===== config.mk =====
export PLATFORM = sky130hd
export DESIGN_NAME = bus_slave_regfile
export DESIGN_NICKNAME = d
export VERILOG_FILES = /design/src/rtl/bus_slave_regfile_pkg.sv /design/src/rtl/bus_slave_ctrl.sv /design/src/rtl/bus_slave_regfile.sv
export SDC_FILE = /design/constraint.sdc
export NUM_CORES = 1
export LEC_CHECK = 0
export BUFFER_PORTS_ARGS = -buffer_cell sky130_fd_sc_hd__buf_4
export CAP_MARGIN = 20
export CORE_ASPECT_RATIO = 0.6
export CORE_UTILIZATION = 35
export DETAILED_ROUTE_END_ITERATION = 8
export REMOVE_ABC_BUFFERS = 1
export SLEW_MARGIN = 0
export SYNTH_ARGS = -nofsm -noshare
export SYNTH_HDL_FRONTEND = slang
export SYNTH_HIERARCHICAL = 1
export SYNTH_SLANG_ARGS = --single-unit

===== constraint.sdc =====
create_clock -name clk -period 1.6 [get_ports clk]
set_input_delay 0.24 -clock clk [delete_from_list [all_inputs] [get_ports clk]]
set_output_delay 0.24 -clock clk [all_outputs]
set_load 0.1 [all_outputs]

===== src/rtl/bus_slave_regfile_pkg.sv =====
// Shared slave-bus definitions: bus widths, active-low strobe levels,
// transfer direction and slave responder FSM state encodings.
package bus_slave_regfile_pkg;

    localparam int unsigned WORD_ADDR_W = 30;
    localparam int unsigned WORD_DATA_W = 32;
    localparam int unsigned WAIT_CNT_W  = 4;

    localparam logic ENABLE_  = 1'b0;
    localparam logic DISABLE_ = 1'b1;
    localparam logic READ     = 1'b1;
    localparam logic WRITE    = 1'b0;

    typedef enum logic [1:0] {
        BUS_SLV_IDLE = 2'd0,
        BUS_SLV_WAIT = 2'd1,
        BUS_SLV_ACK  = 2'd2
    } bus_slv_state_e;

endpackage


===== src/rtl/bus_slave_ctrl.sv =====
// Slave handshake sequencer: IDLE/WAIT/ACK with a wait-state counter.
// Emits the registered ready strobe plus combinational latch/commit strobes.
module bus_slave_ctrl
    import bus_slave_regfile_pkg::*;
#(
    parameter int unsigned WAIT_CYCLES = 0
) (
    input  logic clk,
    input  logic reset_,
    input  logic req_c,
    input  logic rw,
    output logic rdy_,
    output logic latch_c,
    output logic rd_ack_c,
    output logic wr_commit_c
);

    bus_slv_state_e          state, state_nxt;
    logic [WAIT_CNT_W-1:0]   cnt, cnt_nxt;
    logic                    rw_q;

    always_ff @(posedge clk or negedge reset_) begin
        if (!reset_) begin
            state <= BUS_SLV_IDLE;
            cnt   <= '0;
            rw_q  <= READ;
            rdy_  <= DISABLE_;
        end else begin
            state <= state_nxt;
            cnt   <= cnt_nxt;
            if (latch_c) begin
                rw_q <= rw;
            end
            // Ready lags the ACK state by one register stage.
            rdy_  <= (state == BUS_SLV_ACK) ? ENABLE_ : DISABLE_;
        end
    end

    always_comb begin
        state_nxt   = state;
        cnt_nxt     = cnt;
        latch_c     = 1'b0;
        rd_ack_c    = 1'b0;
        wr_commit_c = 1'b0;
        case (state)
            BUS_SLV_IDLE: begin
                if (req_c) begin
                    latch_c = 1'b1;
                    if (WAIT_CYCLES == 0) begin
                        state_nxt = BUS_SLV_ACK;
                    end else begin
                        cnt_nxt   = WAIT_CNT_W'(WAIT_CYCLES);
                        state_nxt = BUS_SLV_WAIT;
                    end
                end
            end
            BUS_SLV_WAIT: begin
                // Master withdrawing the strobe aborts the access silently.
                if (!req_c) begin
                    cnt_nxt   = '0;
                    state_nxt = BUS_SLV_IDLE;
                end else if (cnt == WAIT_CNT_W'(1)) begin
                    cnt_nxt   = '0;
                    state_nxt = BUS_SLV_ACK;
                end else begin
                    cnt_nxt = cnt - WAIT_CNT_W'(1);
                end
            end
            BUS_SLV_ACK: begin
                rd_ack_c    = (rw_q == READ);
                wr_commit_c = (rw_q == WRITE);
                state_nxt   = BUS_SLV_IDLE;
            end
            default: begin
                state_nxt = BUS_SLV_IDLE;
            end
        endcase
    end

endmodule


===== src/rtl/bus_slave_regfile.sv =====
// Register-mapped slave: REG_NUM x 32-bit registers reachable from the slave
// bus (with wait states) and writable directly by the owning peripheral.
module bus_slave_regfile
    import bus_slave_regfile_pkg::*;
#(
    parameter int unsigned REG_NUM     = 8,
    parameter int unsigned IDX_W       = 3,
    parameter int unsigned WAIT_CYCLES = 0
) (
    input  logic                         clk,
    input  logic                         reset_,
    input  logic                         s_cs_,
    input  logic                         s_as_,
    input  logic                         s_rw,
    input  logic [WORD_ADDR_W-1:0]       s_addr,
    input  logic [WORD_DATA_W-1:0]       s_wr_data,
    output logic [WORD_DATA_W-1:0]       s_rd_data,
    output logic                         s_rdy_,
    input  logic                         hw_we_,
    input  logic [IDX_W-1:0]             hw_idx,
    input  logic [WORD_DATA_W-1:0]       hw_wr_data,
    output logic [REG_NUM*WORD_DATA_W-1:0] reg_q
);

    logic                   req_c;
    logic                   latch_c;
    logic                   rd_ack_c;
    logic                   wr_commit_c;
    logic [IDX_W-1:0]       idx_q;
    logic [WORD_DATA_W-1:0] wr_data_q;
    logic [WORD_DATA_W-1:0] regs [REG_NUM];
    logic                   unused_addr_hi;

    assign req_c = (s_cs_ == ENABLE_) && (s_as_ == ENABLE_);

    // Upper address bits belong to the decoder.
    assign unused_addr_hi = ^s_addr[WORD_ADDR_W-1:IDX_W];

    bus_slave_ctrl #(
        .WAIT_CYCLES (WAIT_CYCLES)
    ) u_ctrl (
        .clk         (clk),
        .reset_      (reset_),
        .req_c       (req_c),
        .rw          (s_rw),
        .rdy_        (s_rdy_),
        .latch_c     (latch_c),
        .rd_ack_c    (rd_ack_c),
        .wr_commit_c (wr_commit_c)
    );

    always_ff @(posedge clk or negedge reset_) begin
        if (!reset_) begin
            idx_q     <= '0;
            wr_data_q <= '0;
        end else if (latch_c) begin
            idx_q     <= s_addr[IDX_W-1:0];
            wr_data_q <= s_wr_data;
        end
    end

    // Bus commit is ordered after the peripheral write so it wins a same-index collision.
    always_ff @(posedge clk or negedge reset_) begin
        if (!reset_) begin
            for (int unsigned i = 0; i < REG_NUM; i++) begin
                regs[i] <= '0;
            end
        end else begin
            if (hw_we_ == ENABLE_) begin
                regs[hw_idx] <= hw_wr_data;
            end
            if (wr_commit_c) begin
                regs[idx_q] <= wr_data_q;
            end
        end
    end

    always_ff @(posedge clk or negedge reset_) begin
        if (!reset_) begin
            s_rd_data <= '0;
        end else begin
            s_rd_data <= rd_ack_c ? regs[idx_q] : '0;
        end
    end

    for (genvar g = 0; g < REG_NUM; g++) begin : g_flat
        assign reg_q[WORD_DATA_W*g +: WORD_DATA_W] = regs[g];
    end

endmodule


==> results.toml, run 1 <==
[clock_tree]
cts_buffers = 35
clkTransAtPathRegs_ns = 0.07
cts_tree = "yes"
clk_latency_ns = 0.53
cts_sinks = 326
ctsHtreeMaxLevel = 2
clockBufferDepth = 3
cts_root_buf = "clkbuf_16"

[power_and_ir_drop]
power.internal_mw = 22.9
p_clk_share_pct = 16.4
p_per_area_nw_per_um2 = 2210
p_leak_nw = 10.3
sw_frac_of_total_pct = 56.5
pwr-share-seq_pct = 26.5
p_sw_mw = 29.7
ir_drop_mv = 1.62
combPwrFrac_pct = 57.1

[global_routing]
grt_pass1_vias = 14200
grt_max_degree = 64
grtUsageTotal_pct = 25.7
grt_first_pass_wirelength_um = 93500
gr-total-overflow = 0
antenna_found_initial = 1

[critical_path]
path_class = "reg2reg"
critPathRequiredTime_ns = 2.05
max_stage_delay_ns = 0.50
crit_path_end_kind = "flop"
path_delay_family = "flip-flops"
cpMostUsedCell = "buf_12"
path_buf_inv = 3
startpoint_type = "flop"
cpMaxStageDelayCell = "dfrtp_4"
cp-startpoint = "idx_q[0]"
worstPathCellList = "buf_8 > buf_12 > buf_12 > mux2i_1 > a211oi_1 > nor3_1 > nor2_1"
r2r-start = "idx_q[0]"
cp_max_fo = 12
rrSetupSlack_ns = -0.06
arrival_ns = 2.11

[finish]
multi_input_area_um2 = 7960
syn_to_final_growth_pct = 42.6
layout-drive-gt1-share_pct = 35.1
seqCellArea_um2 = 8170
n_fill_cell = 4164
final_nets = 2166

[synthesis]
synth.avg_cell_area_um2 = 10.2
synth-edff-count = 0
synth_cell_types = 39
ys.flop_type = "dfrtp_1"
synth_top_family_by_area = "multiplexers"
synth_largest_area_cell = "dfrtp_1"
muxShareOfSynthArea_pct = 24.0
ys_warn_count = 6
synthAdderAreaFrac_pct = 0
synthCells = 1644
synth.cell_area_um2 = 16700
synth-compound-area-share_pct = 11.4
ys_seq_elements = 326
synth_common_cells = "360 x mux2i_1, 324 x dfrtp_1, 186 x nor2_1"
async_flop_share_pct = 100
synth-simple-area-share_pct = 9.85
synth_top_area_share_pct = 48.5
synth_area_leaders = "dfrtp_1 49%, mux2i_1 22%, a21oi_1 4.5%"
synth-xor-area-share_pct = 0
yosysSeqAreaShare_pct = 48.8
yosysMostFrequentCell = "mux2i_1"

[die]
coreArea_um2 = 46700
die_h_um = 171
ios = 392
dieArea_um2 = 48700
die_x_um = 284
rows = 61
initial_core_util_pct = 35.8

[timing]
fin_crit_sh_pct = 104
layout_setup_ws_ns = -0.0579
rsz0062_at_grt = "true"
fin_crit_ns = 1.66
max_slew_margin_pct = 62.7
tns_ns = -0.646
hold_viol_final = 0
fin_skew_ns = 0.00995
holdWs_ns = 0.0650
fmax_mhz = 603
slew_viol_final = 0
setup_violations = 42
worst_pin_slew_ns = 0.559

[min_path]
holdCritStartpoint = "hw_wr_data[13]"
hold_path_class = "in2reg"

[outcome]
violations = "negative setup slack"
status = "finished with violations"

[placement]
port_buffers = 364
gp_congestion = 0.820
hpwl_um = 42600

[drt]
drc = 0
firstDrtPassIters = 6
wirelength_um = 69200
wl_per_cell_um = 25.5
viasPerCell = 5.45
first_iter_violations = 1381
vias = 14800
antenna_left = 0

[job]
max_cap_violations = 0
worst reg2reg max path: stages (launching register included):
cell and delay, ns:
dfrtp_4 0.50, buf_8 0.15, buf_12 0.16, buf_12 0.17, mux2i_1 0.12, a211oi_1 0.26, nor3_1 0.09, nor2_1 0.13
worst paths after layout:
path,end,cells past startpoint
max in group asynchronous,reg_q[159],3
worst min-delay path,reg_q[77],3
worst min register to register,u_ctrl/rdy_,2
worst max register to register,s_rd_data[23],7
worst max-delay path,s_rd_data[23],7
min in group asynchronous,s_rd_data[21],2
through the flow:
step / total power [mW] / util [%] / instances / worst slack, ns / instance area (um2)
5_1_grt: 54.4 / 51.0 / 2718 / -0.0851 / 23800
2_1_floorplan: 35.3 / - / 1459 / -4.93 / 15700
4_1_cts: 51.9 / 48.5 / 2668 / 0.00161 / 22700
6_report: 52.6 / 51.0 / 2718 / -0.0579 / 23800
3_5_place_dp: 43.0 / 44.7 / 2557 / -0.184 / 20900
3_3_place_gp: 42.7 / 44.7 / 2557 / -0.148 / 20900
layout by cell type, fill, tap and decap left out, types with 6 or more instances in the layout:
cell type      instances
nand2_2               37
o21ai_1               87
o21ai_0               20
buf_12                66
nand2_1              106
buf_6                 18
o22ai_1               24
mux2i_1              353
nor3_1                17
clkbuf_16             55
clkbuf_8              12
buf_4                416
mux2_2                35
o32ai_1               16
dfrtp_1              321
a21oi_1              148
a211oi_1              17
dlygate4sd3_1         39
clkbuf_1               6
o21ai_2               23
nand2_4                7
nor3_4                 6
nor2_1               184
kinds of logic after synthesis:
logic type	after synthesis
muxes	396
and+or+nand+nor	385
AOI/OAI and AO/OA	348
DFF	326
buffers and inverters	189
power groups by stage:
stage | Clock [mW] | Combinational, mW | Sequential (mW)
finish | 8.62 | 30.1 | 13.9
global route | 9.10 | 31.0 | 14.2
CTS | 8.73 | 29.3 | 13.8
detailed placement | 0 | 29.2 | 13.9
global placement | 0 | 28.9 | 13.8
floorplan | 0 | 4.47 | 30.8
routing by layer:
| metal | wire length [um] | up-vias | global-route usage [%] |
|---|---|---|---|
| li1 | - | 6575 | - |
| met2 | 30900 | 748 | 40.5 |
| met4 | 1590 | 0 | 6.17 |
| met5 | 0 | - | 0 |
| met3 | 5960 | 115 | 5.73 |
| met1 | 30700 | 7365 | 35.9 |
flip-flops by register name (all words and copies together), names as in the netlist:
signal	flops
wr_data_q	32
reg_q	256
idx_q	3
u_ctrl/rdy_	1
u_ctrl/state	1
s_rd_data	32
u_ctrl/rw_q	1
repair_timing:
item | in CTS | in global routing
hold buffers | 39 | 0
setup buffers | 8 | 28
endpoints found under the hold margin | 183 | 0
endpoints found under the setup margin | 179 | 187
gates cloned | 4 | 22
resized for setup | 16 | 152
pin swaps | 5 | 32
cell type report:
cell class	count	share of cell area [%]
diodes	1	0.0105
well taps	630	3.31
repair buffers	567	23.9
clock buffers	55	4.67
clock inverters	6	0.362
flip-flops and latches	326	34.3
multi-input cells	1129	33.4
inverters	4	0.0630
Note: power is estimated with default switching activity, not from simulation.
==> run 2, diff against run 1 <==
==> constraint.sdc (replaced) <==
create_clock -name clk -period 1.5 [get_ports clk]
set_input_delay 0.225 -clock clk [delete_from_list [all_inputs] [get_ports clk]]
set_output_delay 0.225 -clock clk [all_outputs]
set_load 0.1 [all_outputs]
==> results.toml, run 2 (same netlist as run 1, synthesis figures left out) <==
[power_and_ir_drop]
power.internal_mw = 24.6
ir_drop_mv = 2.36
p_per_area_nw_per_um2 = 2310
p_sw_mw = 32.3
p_clk_share_pct = 16.0
pwr-share-seq_pct = 26.5
power_mw = 56.9
combPwrFrac_pct = 57.5
sw_frac_of_total_pct = 56.7
p_leak_nw = 10.7

[clock_tree]
ctsHtreeMaxLevel = 2
clockBufferDepth = 3
cts_buffers = 35
cts_root_buf = "clkbuf_16"
clk_latency_ns = 0.54
cts_tree = "yes"
clkTransAtPathRegs_ns = 0.07
cts_sinks = 326

[timing]
tns_ns = -18.73
worst_pin_slew_ns = 0.477
rsz0062_at_grt = "true"
max_slew_margin_pct = 68.2
fmax_mhz = 606
fin_skew_ns = 0.0113
fin_crit_sh_pct = 110
setup_violations = 305
holdWs_ns = 0.0473
hold_viol_final = 0
fin_crit_ns = 1.65
slew_viol_final = 0
layout_setup_ws_ns = -0.149

[finish]
fin_area_um2 = 24700
largest_reg_flops = 256
final_common_cell = "buf_4"
syn_to_final_growth_pct = 47.6
layout-drive-gt1-share_pct = 38.7
n_fill_cell = 4112
seqCellArea_um2 = 8170
layout_common_cells = "397 x buf_4, 347 x mux2i_1, 319 x dfrtp_1, 163 x nor2_1, 137 x a21oi_1"
final_nets = 2179
multi_input_area_um2 = 8300

[critical_path]
path_buf_inv = 3
cpMaxStageDelayCell = "dfrtp_4"
path_delay_family = "flip-flops"
rr_worst_depth = 6
max_stage_delay_ns = 0.53
startpoint_type = "flop"
path_class = "reg2reg"
cp_max_fo = 6
critPathRequiredTime_ns = 1.92
worstPathCellList = "buf_4 > clkbuf_16 > buf_4 > mux2i_1 > o22ai_1 > o31a_1"
critical_path_cell_count = 6
arrival_ns = 2.07
cpMostUsedCell = "buf_4"
crit_path_end_kind = "flop"

[placement]
hpwl_um = 43200
port_buffers = 364
gp_congestion = 0.845
dpl-instance-area_um2 = 20800

[outcome]
status = "finished with violations"
violations = "negative setup slack"

[global_routing]
grt_pass1_vias = 14400
gr-total-overflow = 0
grtUsageTotal_pct = 26.9
antenna_found_initial = 1
grt_max_degree = 65
grt_first_pass_wirelength_um = 97800

[drt]
vias = 15300
wl_per_cell_um = 26.7
firstDrtPassIters = 6
first_iter_violations = 1474
antenna_left = 0
wirelength_um = 73100
drc = 0
viasPerCell = 5.59

[die]
rows = 61
die_h_um = 171
initial_core_util_pct = 35.8
coreArea_um2 = 46700
ios = 392
dieArea_um2 = 48700
die_x_um = 284

[min_path]
hold_path_class = "in2reg"
worstHoldPathCells = 3

[job]
max_cap_violations = 0
run 2: power groups by stage:
stage	registers, mW	clock network [mW]	logic [mW]
final	15.1	9.13	32.7
after global routing	15.4	9.54	33.7
after CTS	14.8	9.18	31.8
after detailed placement	14.8	0	31.1
after global placement	14.8	0	30.8
after floorplan	32.9	0	4.77
run 2: worst paths after layout:
| path | start | to | slack, ns |
|---|---|---|---|
| max | idx_q[0] | s_rd_data[0] | -0.15 |
| min | hw_wr_data[1] | reg_q[1] | 0.05 |
| max reg2reg | idx_q[0] | s_rd_data[0] | -0.15 |
| min reg2reg | u_ctrl/state[1] | u_ctrl/state[1] | 0.55 |
| max in group asynchronous | reset_ | reg_q[216] | 0.61 |
| min in group asynchronous | reset_ | reg_q[131] | 0.19 |
run 2: layer usage:
| layer | part of all wire [%] | track usage, % | vias up |
|---|---|---|---|
| met4 | 2.0 | 5.70 | 0 |
| met3 | 10 | 6.02 | 113 |
| met2 | 44 | 42.0 | 887 |
| met1 | 43 | 38.3 | 7665 |
| li1 | - | - | 6612 |
| met5 | 0 | 0 | - |
run 2: layout make-up:
cell class                      count  share of cell area, %
Clock inverter                     12                  0.548
Antenna cell                        3                 0.0304
Sequential cell                   326                   33.1
Inverter                            4                 0.0811
Multi-Input combinational cell   1129                   33.6
Timing Repair Buffer              580                   25.2
Clock buffer                       49                   4.18
Tap cell                          630                   3.19
run 2: stage by stage:
stage	util, %	instances	setup WS, ns
after floorplan	-	1459	-5.03
after global placement	44.5	2555	-0.156
after detailed placement	44.5	2555	-0.167
after CTS	50.0	2699	-0.110
after global routing	52.8	2730	-0.195
final	52.8	2733	-0.149
run 2: timing repair:
action	in CTS	in global routing
hold buffers	38	0
setup endpoints to repair	303	374
pin swaps	16	30
cloned	15	27
endpoints found under the hold margin	271	0
setup buffers	30	9
resized for setup	88	211
run 2: tightest hold or removal path, cell delays in order:
cell     delay (ns)
buf_4          0.13
mux2i_1        0.08
o21ai_1        0.11
==> run 3, diff against run 2 <==
--- a/config.mk
+++ b/config.mk
@@ -11,6 +11,7 @@
 export CORE_UTILIZATION = 35
 export DETAILED_ROUTE_END_ITERATION = 8
 export REMOVE_ABC_BUFFERS = 1
+export SKIP_CTS_REPAIR_TIMING = 1
 export SLEW_MARGIN = 0
 export SYNTH_ARGS = -nofsm -noshare
 export SYNTH_HDL_FRONTEND = slang
==> results.toml, run 3 (same netlist as run 1, synthesis figures left out) <==
[outcome]
status = "finished with violations"
violations = "negative setup slack"

[timing]
layout_setup_ws_ns = -0.160
holdWs_ns = 0.00508
slew_viol_final = 0
max_slew_margin_pct = 69.1
setup_violations = 253
hold_viol_final = 0
tns_ns = -15.88
fin_crit_ns = 1.66
fin_crit_sh_pct = 111
rsz0062_at_grt = "true"
fin_skew_ns = 0.0112
fmax_mhz = 602
worst_pin_slew_ns = 0.464

[finish]
seqCellArea_um2 = 8170
layout-drive-gt1-share_pct = 33.8
multi_input_area_um2 = 7860
layout_common_cells = "413 x buf_4, 354 x mux2i_1, 321 x dfrtp_1, 164 x nor2_1, 141 x a21oi_1"
syn_to_final_growth_pct = 41.1
fin_area_um2 = 23600
n_fill_cell = 4237
final_common_cell = "buf_4"
final_nets = 2155
largest_reg_flops = 256
post-route-util_pct = 50.5

[clock_tree]
cts_buffers = 35
clk_latency_ns = 0.53
cts_tree = "yes"
clockBufferDepth = 3
ctsHtreeMaxLevel = 2
cts_root_buf = "clkbuf_16"
cts_sinks = 326
clkTransAtPathRegs_ns = 0.06

[placement]
gp_congestion = 0.845
hpwl_um = 43200
dpl-instance-area_um2 = 20800
pre_cts_ws_ns = -0.167
port_buffers = 364

[drt]
firstDrtPassIters = 5
first_iter_violations = 1546
vias = 15000
viasPerCell = 5.54
drc = 0
wirelength_um = 69800
antenna_left = 0
wl_per_cell_um = 25.8

[die]
coreArea_um2 = 46700
die_h_um = 171
rows = 61
dieArea_um2 = 48700
initial_core_util_pct = 35.8
die_x_um = 284
ios = 392

[global_routing]
grt_pass1_vias = 13800
grt_first_pass_wirelength_um = 91500
gr-total-overflow = 0
grtUsageTotal_pct = 25.0
grt_max_degree = 65
antenna_found_initial = 1

[critical_path]
critPathRequiredTime_ns = 1.94
cpMostUsedCell = "buf_6"
cp_max_fo = 10
path_class = "reg2reg"
crit_path_end_kind = "flop"
r2r_end = "reg_q[78]"
rrSetupSlack_ns = -0.16
r2r-start = "idx_q[2]"
max_stage_delay_ns = 0.49
cp-startpoint = "idx_q[2]"
worstPathCellList = "nand2b_4 > buf_6 > nor3_4 > buf_6 > buf_12 > nand2_1 > o21ai_0"
startpoint_type = "flop"
rr_worst_depth = 7
arrival_ns = 2.10
cpMaxStageDelayCell = "dfrtp_4"

[power_and_ir_drop]
combPwrFrac_pct = 57.1
power.internal_mw = 24.1
p_sw_mw = 31.8
p_clk_share_pct = 16.2
ir_drop_mv = 2.08
p_per_area_nw_per_um2 = 2370
pwr-share-seq_pct = 26.6
sw_frac_of_total_pct = 56.8
p_leak_nw = 10.2

[min_path]
holdCritStartpoint = "s_cs_"
worstHoldPathCells = 3
min_to = "u_ctrl/state[1]"
hold_path_class = "in2reg"

[job]
max_cap_violations = 0
## run 3: cell types whose count changed in the layout (fill, tap and decap cells not counted), sizes merged
cell	previous run	this run
buf	515	498
bufbuf	2	0
clkbuf	74	70
diode	3	2
dlygate4sd3	38	37
## run 3: layout make-up
class / instances / share of cell area, %
tap: 630 / 3.34
timing repair buffer: 556 / 23.6
inverter: 4 / 0.0637
antenna: 2 / 0.0212
clock buffer: 49 / 4.37
clock inverter: 12 / 0.573
sequential: 326 / 34.7
multi-input combinational: 1129 / 33.3
## run 3: worst max path at each step
stage,endpoint,slack (ns),cells past startpoint
after floorplan,reg_q[160],-5.03,3
after global placement,reg_q[202],-0.16,6
after detailed placement,reg_q[192],-0.17,6
after CTS,reg_q[196],-0.22,6
after global routing,s_rd_data[11],-0.24,6
final,reg_q[78],-0.16,7
## run 3: worst max-delay path: cells and delay by family, from the launching register on
kind / cells / cell delay [ns]
DFF: 1 / 0.49
buffers and inverters: 3 / 0.49
AOI/OAI and AO/OA: 1 / 0.09
and+or+nand+nor: 3 / 0.49
## run 3: routing by layer
layer | part of all wire (%) | vias up | track usage [%]
li1 | - | 6541 | -
met1 | 44 | 7554 | 35.7
met2 | 44 | 801 | 38.9
met3 | 9.1 | 93 | 5.23
met4 | 2.0 | 0 | 5.61
met5 | 0 | - | 0
## run 3: through the flow
step	total power [mW]	instances
2_1_floorplan	37.7	1459
3_3_place_gp	45.6	2555
3_5_place_dp	46.0	2555
4_1_cts	55.1	2616
5_1_grt	57.7	2706
6_report	55.9	2708
## run 3: power by group through the flow
stage	Sequential, mW	Combinational [mW]	Clock [mW]
6_report	14.9	31.9	9.07
4_1_cts	14.7	31.1	9.18
5_1_grt	15.2	33.0	9.55
3_3_place_gp	14.8	30.8	0
2_1_floorplan	32.9	4.77	0
3_5_place_dp	14.8	31.1	0
